### src/rtl/emesh_rx_unpack.sv
// Reassembles LW-bit link beats into one emesh packet and decodes it into fields.
// Optional saturating frame-error counter: define EMESH_RX_UNPACK_ERRCNT_EN.
module emesh_rx_unpack #(
  parameter int AW = 32,
  parameter int PW = 2 * AW + 40,
  parameter int LW = 32
) (
  input  logic          clk,
  input  logic          reset,
  input  logic          link_valid_in,
  input  logic          link_last_in,
  input  logic [LW-1:0] link_data_in,
  output logic          link_ready_out,
  output logic          out_valid,
  input  logic          out_ready,
  output logic          write_out,
  output logic [1:0]    datamode_out,
  output logic [4:0]    ctrlmode_out,
  output logic [AW-1:0] dstaddr_out,
  output logic [AW-1:0] srcaddr_out,
  output logic [AW-1:0] data_out,
  output logic          frame_err_out
`ifdef EMESH_RX_UNPACK_ERRCNT_EN
  ,
  output logic [7:0]    err_count_out
`endif
);

  localparam int NB = (PW + LW - 1) / LW;
  localparam int CW = (NB > 1) ? $clog2(NB) : 1;
  localparam logic [CW-1:0] LastCnt = CW'(NB - 1);

  if (AW != 32 && AW != 64) begin : g_bad_aw
    $error("emesh_rx_unpack: AW must be 32 or 64");
  end
  if ((LW % 8) != 0 || LW < 8 || LW > PW) begin : g_bad_lw
    $error("emesh_rx_unpack: LW must be a multiple of 8 in [8, PW]");
  end
  if (PW < 2 * AW + 40) begin : g_bad_pw
    $error("emesh_rx_unpack: PW too small for the decoded fields");
  end

  logic [CW-1:0]    r_cnt;
  logic [NB*LW-1:0] r_pkt;
  logic             r_valid;
  logic             r_write;
  logic [1:0]       r_dm;
  logic [4:0]       r_ctrl;
  logic [AW-1:0]    r_dst;
  logic [AW-1:0]    r_src;
  logic [AW-1:0]    r_data;
  logic             r_frame_err;

  logic [NB*LW-1:0] w_pkt;
  logic             w_last_cnt;
  logic             w_accept;
  logic             w_done;
  logic             w_err;
  logic             w_write;
  logic [1:0]       w_dm;
  logic [4:0]       w_ctrl;
  logic [AW-1:0]    w_dst;
  logic [AW-1:0]    w_src;
  logic [AW-1:0]    w_data;
  logic             w_unused;

  // Decode sees the stored beats merged with the beat currently on the link.
  always_comb begin
    w_pkt = r_pkt;
    w_pkt[r_cnt*LW +: LW] = link_data_in;
  end

  assign w_last_cnt     = (r_cnt == LastCnt);
  assign link_ready_out = ~w_last_cnt | ~r_valid | out_ready;
  assign w_accept       = link_valid_in & link_ready_out;
  assign w_done         = w_accept & w_last_cnt & link_last_in;
  // Short packet (last too early) or long packet (no last on final beat).
  assign w_err          = w_accept & (link_last_in ^ w_last_cnt);

  assign w_write = w_pkt[0];
  assign w_dm    = w_pkt[2:1];

  if (AW == 64) begin : g_aw64
    assign w_ctrl = w_pkt[7:3];
    assign w_dst  = {w_pkt[167:136], w_pkt[39:8]};
    assign w_data = w_pkt[103:40];
    assign w_src  = w_pkt[135:72];
  end else begin : g_aw32
    assign w_ctrl = {1'b0, w_pkt[6:3]};
    assign w_dst  = w_pkt[39:8];
    assign w_data = w_pkt[71:40];
    assign w_src  = w_pkt[103:72];
  end

  assign w_unused = ^w_pkt;

  always_ff @(posedge clk) begin
    if (reset) begin
      r_cnt       <= '0;
      r_pkt       <= '0;
      r_valid     <= 1'b0;
      r_write     <= 1'b0;
      r_dm        <= '0;
      r_ctrl      <= '0;
      r_dst       <= '0;
      r_src       <= '0;
      r_data      <= '0;
      r_frame_err <= 1'b0;
    end else begin
      r_frame_err <= w_err;
      if (w_accept) begin
        r_pkt[r_cnt*LW +: LW] <= link_data_in;
        r_cnt <= (link_last_in || w_last_cnt) ? '0 : r_cnt + 1'b1;
      end
      if (w_done) begin
        r_valid <= 1'b1;
        r_write <= w_write;
        r_dm    <= w_dm;
        r_ctrl  <= w_ctrl;
        r_dst   <= w_dst;
        r_src   <= w_src;
        r_data  <= w_data;
      end else if (out_ready) begin
        r_valid <= 1'b0;
      end
    end
  end

  assign out_valid     = r_valid;
  assign write_out     = r_write;
  assign datamode_out  = r_dm;
  assign ctrlmode_out  = r_ctrl;
  assign dstaddr_out   = r_dst;
  assign srcaddr_out   = r_src;
  assign data_out      = r_data;
  assign frame_err_out = r_frame_err;

`ifdef EMESH_RX_UNPACK_ERRCNT_EN
  logic [7:0] r_err_count;

  always_ff @(posedge clk) begin
    if (reset) begin
      r_err_count <= '0;
    end else if (r_frame_err && (r_err_count != 8'hFF)) begin
      r_err_count <= r_err_count + 8'd1;
    end
  end

  assign err_count_out = r_err_count;
`endif

endmodule

### config.mk
export PLATFORM = sky130hd
export DESIGN_NAME = emesh_rx_unpack
export DESIGN_NICKNAME = d
export VERILOG_FILES = /design/src/rtl/emesh_rx_unpack.sv
export SDC_FILE = /design/constraint.sdc
export NUM_CORES = 1
export LEC_CHECK = 0
export ABC_AREA = 1
export CORE_MARGIN = 1
export CORE_UTILIZATION = 50
export DETAILED_ROUTE_END_ITERATION = 6
export HOLD_SLACK_MARGIN = 0.06
export PLACE_DENSITY = 0.74
export SLEW_MARGIN = 15
export SYNTH_ARGS = -nofsm -noshare
export SYNTH_HDL_FRONTEND = slang
export SYNTH_SLANG_ARGS = --single-unit
### constraint.sdc
create_clock -name clk -period 5.5 [get_ports clk]
set_input_delay 1.1 -clock clk [delete_from_list [all_inputs] [get_ports clk]]
set_output_delay 1.1 -clock clk [all_outputs]
set_load 0.02 [all_outputs]
==> key figures <==
Yosys
  – Top cells by area, synth: dfxtp_1 (41%), nand2_1 (19%), nor2_1 (14%)
  – Post-Syn Instances: 1671
  – Most frequent cell after synthesis: nand2_1
  – Yosys top cell area share: 41.4%
  – Biggest area consumer among synthesized cells: dfxtp_1
  – Ys async rst share: 0%
  – Syn Nets: 1715
  – Top post-synthesis cells by count: nand2_1 (515), nor2_1 (377), inv_1 (238)
  – Sequential fraction of the synthesis area: 41.4%
  – Post-synth EDFFs: 0
  – Ys Warns: 0
  – Unique masters post-synth: 18
  – Dominant synthesized flop cell: dfxtp_1
  – Synth Cell Area: between 10000 and 15000 µm²
  – Yosys reg bits: 210
  – Avg Synthesized Cell Area: 6.07 µm²

Clocking
  – Post-CTS Resized: 0
  – Worst-path clk slew: approximately 0.060 ns
  – CTS tree: done
  – Htree depth: 1
  – CTS hold repair buffers: 0
  – # Post-CTS Setup Buffers: 0
  – Max clock buf depth: 3
  – Clk sink count: 210
  – Worst-skew pair later-pin latency: 0.51 ns
  – Num CTS Buffers: 23
  – Root buffer cell: clkbuf_16

Drt
  – ANT nets after route: 0
  – Final wirelength: 27800 µm
  – Pre-antenna DRT Iters: 5
  – Drc violations: 0
  – Vias: 9926
  – Vias per cell: slightly below 5
  – DR WL/cell: 13.7 µm
  – DRT iter0 DRCs: 918

Critical path
  – Most common cell on crit path: clkdlybuf4s50_1
  – Worst reg2reg path startpoint: r_cnt[0]
  – Crit path max fanout: 2
  – Arr. time, crit path: 2.38 ns
  – Critical path's slowest cell: clkdlybuf4s50_1
  – Crit-path leading delay family: buffers and inverters
  – Worst-case reg-to-reg path depth: 9
  – R2R Path End: srcaddr_out[13]
  – Critical path capture point type: output pin
  – Bufs and invs on worst path: 3
  – CP max stage delay: about 0.63 ns
  – Flop2flop setup slack: around 2.5 ns
  – Startpoint Class: primary input
  – Cell Chain, Critical Path: clkdlybuf4s50_1, inv_1, nand3_1, clkdlybuf4s50_1
  – Required time of the critical path: about 4.4 ns
  – Crit Path Class: in -> out

Global route
  – Pin count of the biggest net entering global routing: 115
  – GRT met2 Usage: roughly 43%
  – Number of global-route vias before repair: 8812
  – First-pass GRT wire length: 43800 µm
  – Global routing's busiest layer: met2
  – Initial antenna violation count: 0
  – Remaining global-route overflow: 0
  – Grt met3 use: 3.84%
  – M1 GR Usage: 36.0%
  – Total GRT Usage: 26.6%

Placed design
  – HPWL after DPL: 17700 µm
  – # port buffers: 142
  – Placer Congestion: 0.798
  – Pre-CTS setup slack: slightly above 2 ns
  – Placed cell area: 11600 µm²

Min path
  – Hold endpoint: r_pkt[97]
  – Hold Path Class: reg -> reg
  – Hold depth: 2
  – Hold path startpoint: r_pkt[97]

Power and ir drop
  – P_leak: 0.00644 µW
  – VDD IR max: 0.217 mV
  – Pwr Density: 283 nW/µm²

Outcome
  – Status: finished clean

Die
  – Core Rows: 51
  – Die ar.: 20900 µm²
  – Chip width: approximately 140 µm
  – Core area: 19700 µm²
  – Die height: 144 µm
  – Starting Density: approximately half
  – IO Pins: 144

Timing
  – Relative slew slack: between 30% and 40%
  – Max Slew Vio Count: 0
  – Count of final setup violators: 0
  – RSZ-0062 raised after global routing: no
  – Top achievable clock speed: 287 MHz
  – Clk_skew: 0.0146 ns
  – Hold Violations, Final: 0
  – Setup ws final: 2.02 ns
  – Fin crit period: 3.48 ns
  – Worst-margin pin slew: 0.994 ns
  – Fin crit share: 63.3%
  – TNS Setup: 0 ns

Layout
  – Ant. Diodes: 0
  – Area Overhead vs Synth: 20.7%
  – Final Cell Area: 12300 µm²
  – Fillers: 1913
  – Nets@finish: 1798
  – Final Util: 62.3%
  – Ratio of cells with drive above 1 in the final layout: 2.89%

Flow run
  – Max Cap Violations: 0
[layer usage]
layer | vias up | wire length [µm]
met2 | 298 | 12700
met3 | 52 | 1910
met4 | 0 | 612
met5 | - | 0
li1 | 5103 | -
met1 | 4473 | 12500
[flip-flops by register name, summed over array words and instances (netlist names)]
name / cells
out_valid: 1
srcaddr_out: 32
dstaddr_out: 32
datamode_out: 2
r_pkt: 103
ctrlmode_out: 4
r_cnt: 2
frame_err_out: 1
write_out: 1
data_out: 32
[tightest hold or removal path: cells and delay by family (launching register included)]
family | cells | cell delay [ns]
and+or+nand+nor | 1 | 0.07
DFF | 1 | 0.33
AOI/OAI and AO/OA | 1 | 0.07
[power by group]
part | leakage (µW) | internal (µW) | switching [µW]
Sequential | 0.00171 | 1580 | 30.8
Clock | 0.000335 | 829 | 606
Combinational | 0.00439 | 135 | 281
[cell usage in the layout (no fill, tap or decap)]
master           instances
o21ai_0                 60
inv_1                  237
o21ai_1                  2
buf_4                   12
a21oi_1                 45
inv_2                    1
inv_4                    1
clkbuf_16               23
nand4_4                  1
nor2_2                   2
clkbuf_8                 5
nor2_1                 375
nand2_4                  1
conb_1                   1
clkinv_1                 2
nand2_1                514
clkdlybuf4s50_1        142
nor2_4                   2
buf_12                   1
inv_6                    1
dfxtp_1                210
clkbuf_1                 6
clkinv_2                 1
ha_1                     7
nand3_1                113
[metrics by stage]
| step | hold slack [ns] | power [µW] | cells |
|---|---|---|---|
| global placement | 0.478 | 2040 | 1994 |
| global route | 0.533 | 3590 | 2030 |
| CTS | 0.500 | 3470 | 2030 |
| floorplan | 0.463 | 1920 | 1671 |
| detailed placement | 0.483 | 2050 | 1994 |
| finish | 0.508 | 3460 | 2030 |
[logic make-up after synthesis]
family                   after synthesis  share of synthesized area, %
AND/OR/NAND/NOR                     1008                          38.8
buffers and inverters                338                          13.6
flip-flops                           210                          41.4
AO/OA/AOI/OAI                        107                          5.28
adder cells (fa/ha/maj)                7                         0.863
other                                  1                        0.0370
[worst max-delay path by stage]
stage,start,slack [ns],to,cells after the start
6_report,out_ready,2.02,link_ready_out,4
4_1_cts,out_ready,2.01,link_ready_out,4
2_1_floorplan,out_ready,3.06,link_ready_out,2
3_3_place_gp,out_ready,2.02,link_ready_out,4
3_5_place_dp,out_ready,2.02,link_ready_out,4
5_1_grt,out_ready,1.97,link_ready_out,4
[area by class of cell]
type | instances | area (µm²) | area share [%]
Inverter | 241 | 907 | 7.40
Timing Repair Buffer | 155 | 1530 | 12.5
Multi-Input combinational cell | 1123 | 4600 | 37.5
Sequential cell | 210 | 4200 | 34.3
Tap cell | 265 | 332 | 2.71
Clock buffer | 34 | 667 | 5.44
Clock inverter | 2 | 13.8 | 0.112
Power figures use the tool's default switching activity.
